## src/rtl/adpcm_d.sv

```systemverilog
// IMA/DVI ADPCM decoder: one 4-bit code in, one 16-bit PCM sample out per cycle.
// Predictor and step index restart from zero at every packet start.
module adpcm_d #(
   parameter int WIDTH  = 16,
   parameter int DWIDTH = 8
) (
   input  logic             clk,
   input  logic             nrst,
   input  logic             sop,
   input  logic             eop,
   input  logic [3:0]       coded,
   output logic [WIDTH-1:0] decoded
);

   localparam logic signed [DWIDTH+1:0] IDX_MAX = (DWIDTH+2)'(88);
   localparam logic signed [DWIDTH+1:0] IDX_MIN = '0;

   logic signed [WIDTH-1:0] pred_reg;
   logic [DWIDTH-1:0]       idx_reg;
   logic                    active_reg;
   logic [WIDTH-1:0]        decoded_reg;

   logic                    valid;
   logic signed [WIDTH-1:0] base_pred;
   logic [DWIDTH-1:0]       base_idx;
   logic [15:0]             step;
   logic [16:0]             term [3];
   logic [16:0]             diff;
   logic signed [17:0]      pred_ext;
   logic signed [17:0]      diff_ext;
   logic signed [17:0]      sum;
   logic [WIDTH-1:0]        pred_next;
   logic signed [4:0]       adj;
   logic signed [DWIDTH+1:0] idx_sum;
   logic [DWIDTH-1:0]       idx_next;
   logic                    active_next;

   function automatic logic [15:0] step_rom(input int i);
      logic [15:0] s;
      s = 16'd32767;
      case (i)
         0: s = 16'd7;      1: s = 16'd8;      2: s = 16'd9;      3: s = 16'd10;
         4: s = 16'd11;     5: s = 16'd12;     6: s = 16'd13;     7: s = 16'd14;
         8: s = 16'd16;     9: s = 16'd17;     10: s = 16'd19;    11: s = 16'd21;
         12: s = 16'd23;    13: s = 16'd25;    14: s = 16'd28;    15: s = 16'd31;
         16: s = 16'd34;    17: s = 16'd37;    18: s = 16'd41;    19: s = 16'd45;
         20: s = 16'd50;    21: s = 16'd55;    22: s = 16'd60;    23: s = 16'd66;
         24: s = 16'd73;    25: s = 16'd80;    26: s = 16'd88;    27: s = 16'd97;
         28: s = 16'd107;   29: s = 16'd118;   30: s = 16'd130;   31: s = 16'd143;
         32: s = 16'd157;   33: s = 16'd173;   34: s = 16'd190;   35: s = 16'd209;
         36: s = 16'd230;   37: s = 16'd253;   38: s = 16'd279;   39: s = 16'd307;
         40: s = 16'd337;   41: s = 16'd371;   42: s = 16'd408;   43: s = 16'd449;
         44: s = 16'd494;   45: s = 16'd544;   46: s = 16'd598;   47: s = 16'd658;
         48: s = 16'd724;   49: s = 16'd796;   50: s = 16'd876;   51: s = 16'd963;
         52: s = 16'd1060;  53: s = 16'd1166;  54: s = 16'd1282;  55: s = 16'd1411;
         56: s = 16'd1552;  57: s = 16'd1707;  58: s = 16'd1878;  59: s = 16'd2066;
         60: s = 16'd2272;  61: s = 16'd2499;  62: s = 16'd2749;  63: s = 16'd3024;
         64: s = 16'd3327;  65: s = 16'd3660;  66: s = 16'd4026;  67: s = 16'd4428;
         68: s = 16'd4871;  69: s = 16'd5358;  70: s = 16'd5894;  71: s = 16'd6484;
         72: s = 16'd7132;  73: s = 16'd7845;  74: s = 16'd8630;  75: s = 16'd9493;
         76: s = 16'd10442; 77: s = 16'd11487; 78: s = 16'd12635; 79: s = 16'd13899;
         80: s = 16'd15289; 81: s = 16'd16818; 82: s = 16'd18500; 83: s = 16'd20350;
         84: s = 16'd22385; 85: s = 16'd24623; 86: s = 16'd27086; 87: s = 16'd29794;
         default: s = 16'd32767;
      endcase
      return s;
   endfunction

   assign valid     = sop | active_reg;
   assign base_pred = sop ? '0 : pred_reg;
   assign base_idx  = sop ? '0 : idx_reg;
   assign step      = step_rom(int'(base_idx));

   // Magnitude bit gi contributes step >> (2-gi)
   genvar gi;
   generate
      for (gi = 0; gi < 3; gi++) begin : g_term
         assign term[gi] = coded[gi] ? 17'({1'b0, step} >> (2 - gi)) : 17'd0;
      end
   endgenerate

   assign diff     = 17'(step >> 3) + term[0] + term[1] + term[2];
   assign pred_ext = 18'(base_pred);
   assign diff_ext = signed'({1'b0, diff});

   always_comb begin
      sum       = coded[3] ? (pred_ext - diff_ext) : (pred_ext + diff_ext);
      pred_next = sum[WIDTH-1:0];
      if (sum > 18'sd32767)
         pred_next = 16'h7fff;
      else if (sum < -18'sd32768)
         pred_next = 16'h8000;
   end

   always_comb begin
      adj = -5'sd1;
      case (coded[2:0])
         3'd4:    adj = 5'sd2;
         3'd5:    adj = 5'sd4;
         3'd6:    adj = 5'sd6;
         3'd7:    adj = 5'sd8;
         default: adj = -5'sd1;
      endcase
      idx_sum  = signed'({2'b00, base_idx}) + (DWIDTH+2)'(adj);
      idx_next = idx_sum[DWIDTH-1:0];
      if (idx_sum > IDX_MAX)
         idx_next = DWIDTH'(88);
      else if (idx_sum < IDX_MIN)
         idx_next = '0;
   end

   // eop wins over sop, so a one-nibble packet leaves the decoder idle
   assign active_next = eop ? 1'b0 : (sop ? 1'b1 : active_reg);

   always_ff @(posedge clk) begin
      if (!nrst) begin
         pred_reg    <= '0;
         idx_reg     <= '0;
         active_reg  <= 1'b0;
         decoded_reg <= '0;
      end else begin
         active_reg <= active_next;
         if (valid) begin
            pred_reg    <= pred_next;
            idx_reg     <= idx_next;
            decoded_reg <= pred_next;
         end
      end
   end

   assign decoded = decoded_reg;

endmodule

```

## config.mk

```make
export PLATFORM = sky130hd
export DESIGN_NAME = adpcm_d
export DESIGN_NICKNAME = d
export VERILOG_FILES = /design/src/rtl/adpcm_d.sv
export SDC_FILE = /design/constraint.sdc
export NUM_CORES = 1
export LEC_CHECK = 0
export ABC_CLOCK_PERIOD_IN_PS = 13600
export BUFFER_PORTS_ARGS = -buffer_cell sky130_fd_sc_hd__buf_2
export CAP_MARGIN = 30
export CORE_AREA = 2 2 119 121
export CTS_CLUSTER_SIZE = 16
export DETAILED_ROUTE_END_ITERATION = 8
export DIE_AREA = 0 0 121 123
export PLACE_DENSITY = 0.59
export SLEW_MARGIN = 30
export SYNTH_ARGS = -nofsm -noshare
export SYNTH_HDL_FRONTEND = slang
export SYNTH_SLANG_ARGS = --single-unit
export TNS_END_PERCENT = 10
```

## constraint.sdc

```tcl
create_clock -name clk -period 13.6 [get_ports clk]
set_clock_uncertainty 0.2 [all_clocks]
set_input_delay 3.4 -clock clk [delete_from_list [all_inputs] [get_ports clk]]
set_output_delay 3.4 -clock clk [all_outputs]
set_load 0.1 [all_outputs]
```

Yosys cells after proc, flatten, opt, wreduce, memory -nomap -nowiden
Memory sizes are Yosys's and may differ from the RTL's.
Cells that the tools add are included.

word-level totals
  flip-flop bits (word level) = 25
  bits in read-only memories = 1,920
  input bits = 8
  output and inout bits = 16
  word-level logic and storage cells = 33
  memories kept = 1

memories
  name              depth  bits a word  rd ports  clocked after Yosys merged registers in  write ports  line  RTL
  (name not given)  128    15           1         0                                        0            41    case (i)

operators by class
  add/subtract/negate cells = 6
  magnitude comparators = 4
  eq/ne operators = 4
  muxes and demuxes = 12
  bitwise logic cells = 2
  reduce and logical (&&, ||, !) cells = 1

operators by type and width
  kind                                                          count
  two-way mux 16 bit                                            5
  two-way mux 8 bit                                             3
  case mux 5 bit (4 select lines)                               1
  adder 16 x 18 -> 18 bit                                       1
  > comparator 18 x 16 -> 1 bit, second input constant          1
  less-than comparator 18 x 16 -> 1 bit, second input constant  1
  two-way mux 18 bit                                            1
  subtractor 16 x 18 -> 18 bit                                  1
  adder 16 x 16 -> 17 bit                                       1
  adder 15 x 15 -> 16 bit                                       1
  adder 13 x 14 -> 15 bit                                       1
  two-way mux 15 bit                                            1
  two-way mux 14 bit                                            1
  == test 3 bit, second input constant                          4
  adder 9 x 5 -> 10 bit                                         1
  > comparator 10 x 8 -> 1 bit, second input constant           1
  less-than comparator 10 x 1 -> 1 bit, second input constant   1
  OR reduction 2 bit                                            1
  inverter 1 bit                                                1
  bitwise OR 1 bit                                              1

Longest topological paths before layout
Gate-level depths: netlist of run 1.
An unclocked memory read counts as a cell.

  word-level depth = 12
  mapped depth = 37
  gate-level depth less buffers = 35

Worst setup path after synthesis of run 1
OpenSTA, ideal clock, no wires.

  kind = input port to flip-flop
  start point = in sop
  end point = reg decoded_reg[13] (netlist: decoded[13])
  setup time = 0.071 ns
  arrival time = 10.782 ns
  data required time = 13.329 ns
  path slack = 2.547 ns
  stages on the path = 33
  path buffers = 2
  cell sequence = nor2b_1 > inv_1 > ha_1 > clkbuf_1 > nor2_1 > nor3_1 > a31oi_1 > o221ai_1 > a311oi_1 > o21ai_0 > and2_1 > fa_1 > inv_1 > fa_1 > inv_1 > fa_1 > a211oi_1 > o211a_1 > nor3b_1 > or3_2 > a21oi_1 > a31oi_1 > xnor2_1 > ha_1 > a21o_1 > or4_1 > o21ai_2 > xor2_1 > o221ai_1 > a21boi_1 > buf_2 > o21ai_0 > a21oi_1

between the ends
  cells in the longest elaborated chain, start to end = 12

RTL lines
  what                                                                     line  RTL
  start, declared                                                          9     input logic sop,
  two-way mux 8 bit                                                        71    assign base_idx = sop ? '0 : idx_reg;
  memory read (128 x 15 bit)                                               --
  two-way mux 16 bit                                                       41
  two-way mux 14 bit                                                       78    assign term[gi] = coded[gi] ? 17'({1'b0, step} >> (2 - gi)) : 17'd0;
  adder 13 x 14 -> 15 bit                                                  82    assign diff = 17'(step >> 3) + term[0] + term[1] + term[2];
  adder 15 x 15 -> 16 bit                                                  82
  adder 16 x 16 -> 17 bit                                                  82
  adder 16 x 18 -> 18 bit or subtractor 16 x 18 -> 18 bit (tied branches)  87    sum = coded[3] ? (pred_ext - diff_ext) : (pred_ext + diff_ext);
  two-way mux 18 bit                                                       87
  less-than comparator 18 x 16 -> 1 bit                                    91    else if (sum < -18'sd32768)
  two-way mux 16 bit                                                       91
  two-way mux 16 bit                                                       89    if (sum > 18'sd32767)
  end signal, assigned                                                     126   decoded_reg <= pred_next;
  end, declared                                                            21    logic [WIDTH-1:0] decoded_reg;

Parallel ways exist; a longest one is shown, timed or not.
A chain may end at the register's enable or synchronous reset.

Worst setup path in the final report of run 1
  start point = in sop
  end point = reg decoded_reg[5] (netlist: decoded[5])

The elaborated chain is that of the path after synthesis.

==> impl_metrics.yaml, run 1 <==
run_status:
  outcome: "complete, no violations"
floorplan:
  fp.dieW_um: 121
  dieArea_mm2: 0.01488
  core_mm2: 0.01361
  start_util_pct: 44.39
  num_rows: 43
  fp.dieH_um: 123
  io_pins: 24
yosys:
  synth_seq_cells: 25
  synth-edff-count: 0
  syn_area_per_cell_um2: 7.075
  synth_seq_area_share_pct: 8.283
  synth-main-ff-cell: "dfxtp_1"
  syn-num-nets: 945
  syn_area_mm2: 0.006042
  async_reset_ff_share_pct: 0
  yosys_warnings: 0
  synth_cells: 854
  synth_cell_types: 80
worst_setup_path:
  required_ns: 13.58
  cp_max_fo: 20
  reg2reg_depth: 31
  cp-start-kind: "input pin"
  slowest_stage: "nor2b_1"
  crit_top_cell: "a21oi_1"
  max_stage_delay_ns: 0.65
  regToRegSetupSlack_ns: 3.91
  cp.arrival_ns: 12.38
  timing.rr.start: "idx_reg[1]$_SDFFE_PN0P_"
  r2r-end: "decoded[5]$_SDFFE_PN0P_"
  critical_path_class: "in2reg"
  end_kind: "flop"
drt:
  ant_nets: 0
  met3_length_mm: 1.192
  wl_met1_mm: 8.874
  avgViaCountPerCell: 6.180
  route.detailed.drc: 0
  initialDrtViolationCount: 647
  wl_mm: 18.92
  firstDrtPassIters: 5
  highest_layer: "met4"
  wl_met2_mm: 8.532
  avgRoutedWirePerCell_um: 18.64
  vias: 6273
grt:
  grt_overflow_total: 0
  grt_antenna_before_repair: 0
  grt_util_all_layers_pct: 25.44
  grt_max_degree: 27
  grt_pass1_vias: 6052
  grt_pass1_wl_mm: 31.02
sta:
  fmax_ghz: 0.08070
  slew_viol_final: 0
  fin_crit_ns: 12.39
  rsz0062_at_grt: "false"
  fin_tns_setup_ns: 0
  timing.final.crit_share_pct: 91.12
  hold_viol: 0
  worst_pin_slew_ns: 0.9068
  relSlewSlack_pct: 39.48
  setup_viol: 0
min_path:
  holdPathStages: 2
  hold-path-endpoint: "decoded[1]$_SDFFE_PN0P_"
  worstHoldStart: "decoded[1]$_SDFFE_PN0P_"
  hold_class: "reg2reg"
finish:
  final_cell_mix: "a21oi_1 (85), o21ai_0 (79), nand2_1 (77), nor2_1 (65), inv_1 (58)"
  num-fill-cells: 1406
  antenna_cells: 0
  largest_reg_flops: 16
  layout.cells.most_common: "a21oi_1"
  drive_gt1_share_pct: 6.946
  fin_nets: 927
  area_growth_pct: 3.955
  final_cell_count_no_fill: 1015
power:
  cellPowerDensity_mw_per_mm2: 105.9
  p_seq_share_pct: 15.3
  switching_share_pct: 55.16
  p_leak_nw: 2.811
  intPower_w: 0.0002983
  vdd_drop_max_v: 0.00005704
  p_switching_w: 0.0003670
  pwr-share-comb_pct: 74.8
  clkPwrFrac_pct: 9.8
placed_design:
  io_buffers: 23
  globalplace.congestion: 0.9499
  dpl.cell_count: 1010
  dp_hpwl_mm: 14.36
clocking:
  cts_resized: 0
  htree_levels: 1
  clock_latency_ns: 0.26
  cts_tree: "yes"
  cts_root_buf: "clkbuf_16"
  clk_path_buf_depth: 2
  clk_pin_slew_ns: 0.07
  clkSinkCount: 25
  postCtsSetupRepairBufs: 0
  numCtsBuffers: 3
  hold_buffers: 0
run:
  cap_viol_max_count: 0
==> logic make-up (layout without fill, tap and decap cells) <==
logic type	count (synthesis)	in the layout	synth area share, %
flip-flops	25	25	8.283
multiplexers	3	3	0.5177
AND/OR/NAND/NOR	271	271	22.34
buffers and inverters	117	98	8.035
AO/OA/AOI/OAI	311	311	33.78
XOR/XNOR	44	44	6.502
adder cells (fa/ha/maj)	83	83	20.54
==> power by group through the flow <==
stage | logic (W) | clock network (W) | registers (W)
after floorplan | 0.000312 | 0 | 0.000197
after global placement | 0.000483 | 0 | 0.000102
after detailed placement | 0.000490 | 0 | 0.000103
after CTS | 0.000495 | 0.0000665 | 0.000102
after global routing | 0.000547 | 0.0000690 | 0.000103
final | 0.000498 | 0.0000655 | 0.000102
==> per-layer routing <==
metal	up-vias	track usage (%)
li1	3036	-
met1	2952	36.02
met2	263	41.54
met3	22	2.168
met4	0	6.904
met5	-	0
==> through the flow <==
stage	setup slack, ns	hold slack, ns	total power, W	util (%)	instance area, um^2
floorplan	2.547	0.3134	0.0005087	-	6042
global placement	1.308	0.3425	0.0005854	45.53	6197
detailed placement	1.029	0.3547	0.0005934	45.53	6197
CTS	1.250	0.3608	0.0006629	46.11	6276
global route	0.6053	0.3886	0.0007192	46.14	6281
finish	1.208	0.3645	0.0006653	46.14	6281
==> worst max path at each step <==
stage,startpoint,to,slack (ns),cells past startpoint
after floorplan,sop,decoded[13]$_SDFFE_PN0P_,2.55,33
after global placement,sop,decoded[11]$_SDFFE_PN0P_,1.31,31
after detailed placement,sop,decoded[14]$_SDFFE_PN0P_,1.03,32
after CTS,sop,decoded[5]$_SDFFE_PN0P_,1.25,32
after global routing,sop,decoded[13]$_SDFFE_PN0P_,0.61,32
final,sop,decoded[5]$_SDFFE_PN0P_,1.21,32
==> final cells by class <==
class | instances | area [um^2] | area share, %
Clock buffer | 4 | 78.83 | 1.255
Inverter | 60 | 225.2 | 3.586
Multi-Input combinational cell | 712 | 5056 | 80.50
Sequential cell | 25 | 500.5 | 7.968
Tap cell | 180 | 225.2 | 3.586
Timing Repair Buffer | 34 | 195.2 | 3.108
==> critical path: cells and delay by family <==
family / cells / cell delay, ns
fa+ha+maj: 6 / 2.63
buf+inv: 3 / 0.30
xor+xnor: 2 / 0.76
compound gates: 14 / 3.13
simple gates: 7 / 2.09
==> synth_stat cells (all sizes together) (9+ instances only) <==
library cell,count,share of area [%]
a21oi,87,7.5
o21ai,80,6.7
nand2,77,4.8
nor2,65,4.0
inv,58,3.6
ha,56,12
clkbuf,46,3.0
xnor2,33,4.8
fa,27,8.9
dfxtp,25,8.3
nor2b,25,2.6
and2,24,2.5
nor3,21,1.9
a21o,14,1.8
nand3,13,1.1
a31oi,11,1.1
buf,11,1.3
o211ai,11,1.4
o21bai,11,1.4
xor2,11,1.7
a21boi,10,1.3
nand2b,10,1.0
a211oi,9,1.1
Power figures use the tool's default switching activity.
==> inputs of run 2 (changes only) <==
ABC_CLOCK_PERIOD_IN_PS = 11900   (was 13600)
clock period = 11.9 ns   (was 13.6 ns; I/O delays follow)
==> impl_metrics.yaml, run 2 (synthesis results as in run 1) <==
run_status:
  outcome: "complete, no violations"
min_path:
  hold_class: "reg2reg"
worst_setup_path:
  cp_max_fo: 15
  end_kind: "flop"
  max_stage_delay_ns: 0.61
  cp-start-kind: "input pin"
  regToRegSetupSlack_ns: 2.74
  required_ns: 11.89
  cp.arrival_ns: 11.22
  crit_top_cell: "a21oi_1"
  slowest_stage: "ha_2"
  critical_path_class: "in2reg"
placed_design:
  dp_hpwl_mm: 14.49
  dpl.cell_count: 1022
  placedInstanceArea_mm2: 0.006287
  globalplace.congestion: 0.9585
  io_buffers: 23
  place_ws_ns: -0.09900
floorplan:
  io_pins: 24
  fp.dieW_um: 121
  core_mm2: 0.01361
  num_rows: 43
  start_util_pct: 44.39
  fp.dieH_um: 123
  dieArea_mm2: 0.01488
finish:
  num-fill-cells: 1408
  area_growth_pct: 5.985
  stdcell_area_mm2: 0.006404
  layout.cells.most_common: "a21oi_1"
  fin_nets: 939
  final_cell_count_no_fill: 1027
  antenna_cells: 0
  largest_reg_flops: 16
  fin_util_pct: 47.04
  final_cell_mix: "a21oi_1 (85), o21ai_0 (79), nand2_1 (77), nor2_1 (65), inv_1 (56)"
  drive_gt1_share_pct: 8.737
sta:
  timing.final.crit_share_pct: 94.36
  worst_pin_slew_ns: 0.9438
  setup_viol: 0
  rsz0062_at_grt: "false"
  relSlewSlack_pct: 37.00
  fmax_ghz: 0.08906
  fin_crit_ns: 11.23
  slew_viol_final: 0
  setup_ws_ns: 0.6715
  hold_viol: 0
power:
  vdd_drop_max_v: 0.00007008
  p_leak_nw: 2.868
  cellPowerDensity_mw_per_mm2: 120.8
clocking:
  hold_buffers: 0
  cts_tree: "yes"
  clock_latency_ns: 0.26
  clk_path_buf_depth: 2
  cts_root_buf: "clkbuf_16"
  clk_pin_slew_ns: 0.06
  clkSinkCount: 25
  htree_levels: 1
  numCtsBuffers: 3
drt:
  avgRoutedWirePerCell_um: 18.29
  highest_layer: "met4"
  wl_met2_mm: 8.333
  wl_mm: 18.78
  ant_nets: 0
  avgViaCountPerCell: 6.268
  wl_met1_mm: 8.728
  met3_length_mm: 1.234
  route.detailed.drc: 0
  firstDrtPassIters: 5
  initialDrtViolationCount: 664
  vias: 6437
run:
  cap_viol_max_count: 0
grt:
  grt_pass1_vias: 6270
  grt_max_degree: 28
  grt_antenna_before_repair: 0
  grt_util_all_layers_pct: 25.62
  grt_overflow_total: 0
  grt_pass1_wl_mm: 31.27
==> run 2: cell types whose count changed in the layout (fill, tap and decap cells not counted), sizes merged <==
cell and delta:
clkinvlp +1, buf +12, inv -1
==> run 2: timing repair <==
item                                    CTS  global route
setup buffers                             0             1
endpoints found under the setup margin    0            15
resized for setup                         0             4
==> run 2: final timing paths <==
| kind | startpoint | end | cells after the start |
|---|---|---|---|
| setup / recovery | sop | decoded[6]$_SDFFE_PN0P_ | 32 |
| hold / removal | decoded[9]$_SDFFE_PN0P_ | decoded[9]$_SDFFE_PN0P_ | 2 |
| setup reg to reg | idx_reg[0]$_SDFFE_PN0P_ | decoded[6]$_SDFFE_PN0P_ | 31 |
| hold reg to reg | decoded[9]$_SDFFE_PN0P_ | decoded[9]$_SDFFE_PN0P_ | 2 |
==> run 2: area by class of cell <==
class / count / area, um^2 / area share [%]
multi-input cells: 712 / 5070 / 79.17
inverters: 60 / 229.0 / 3.576
well taps: 180 / 225.2 / 3.517
clock buffers: 4 / 78.83 / 1.231
flip-flops and latches: 25 / 500.5 / 7.816
repair buffers: 46 / 300.3 / 4.689
==> run 2: critical path: cells and delay by family <==
kind / cells / cell delay, ns
compound gates: 15 / 3.39
fa+ha+maj: 6 / 2.68
simple gates: 6 / 1.62
buf+inv: 3 / 0.21
xor+xnor: 2 / 0.31
==> run 2: per-layer routing <==
metal / vias to the layer above / track usage [%]
met4: 0 / 7.558
met2: 267 / 42.10
li1: 3067 / -
met5: - / 0
met3: 46 / 2.445
met1: 3057 / 35.67
==> run 2: per-stage QoR <==
step                      hold slack (ns)   power, W  TNS, ns
after floorplan                    0.3134  0.0005814        0
after global placement             0.3337  0.0006711        0
after detailed placement           0.3547  0.0006824  -0.5829
after CTS                          0.3629  0.0007614        0
after global routing               0.3862  0.0008350        0
final                              0.3607  0.0007737        0
==> run 2: power breakdown <==
part	total, W	internal (W)	switching (W)
Clock	0.0000756	0.0000458	0.0000298
Combinational	0.000582	0.000201	0.000381
Sequential	0.000116	0.000101	0.0000151
Total	0.000774	0.000348	0.000426
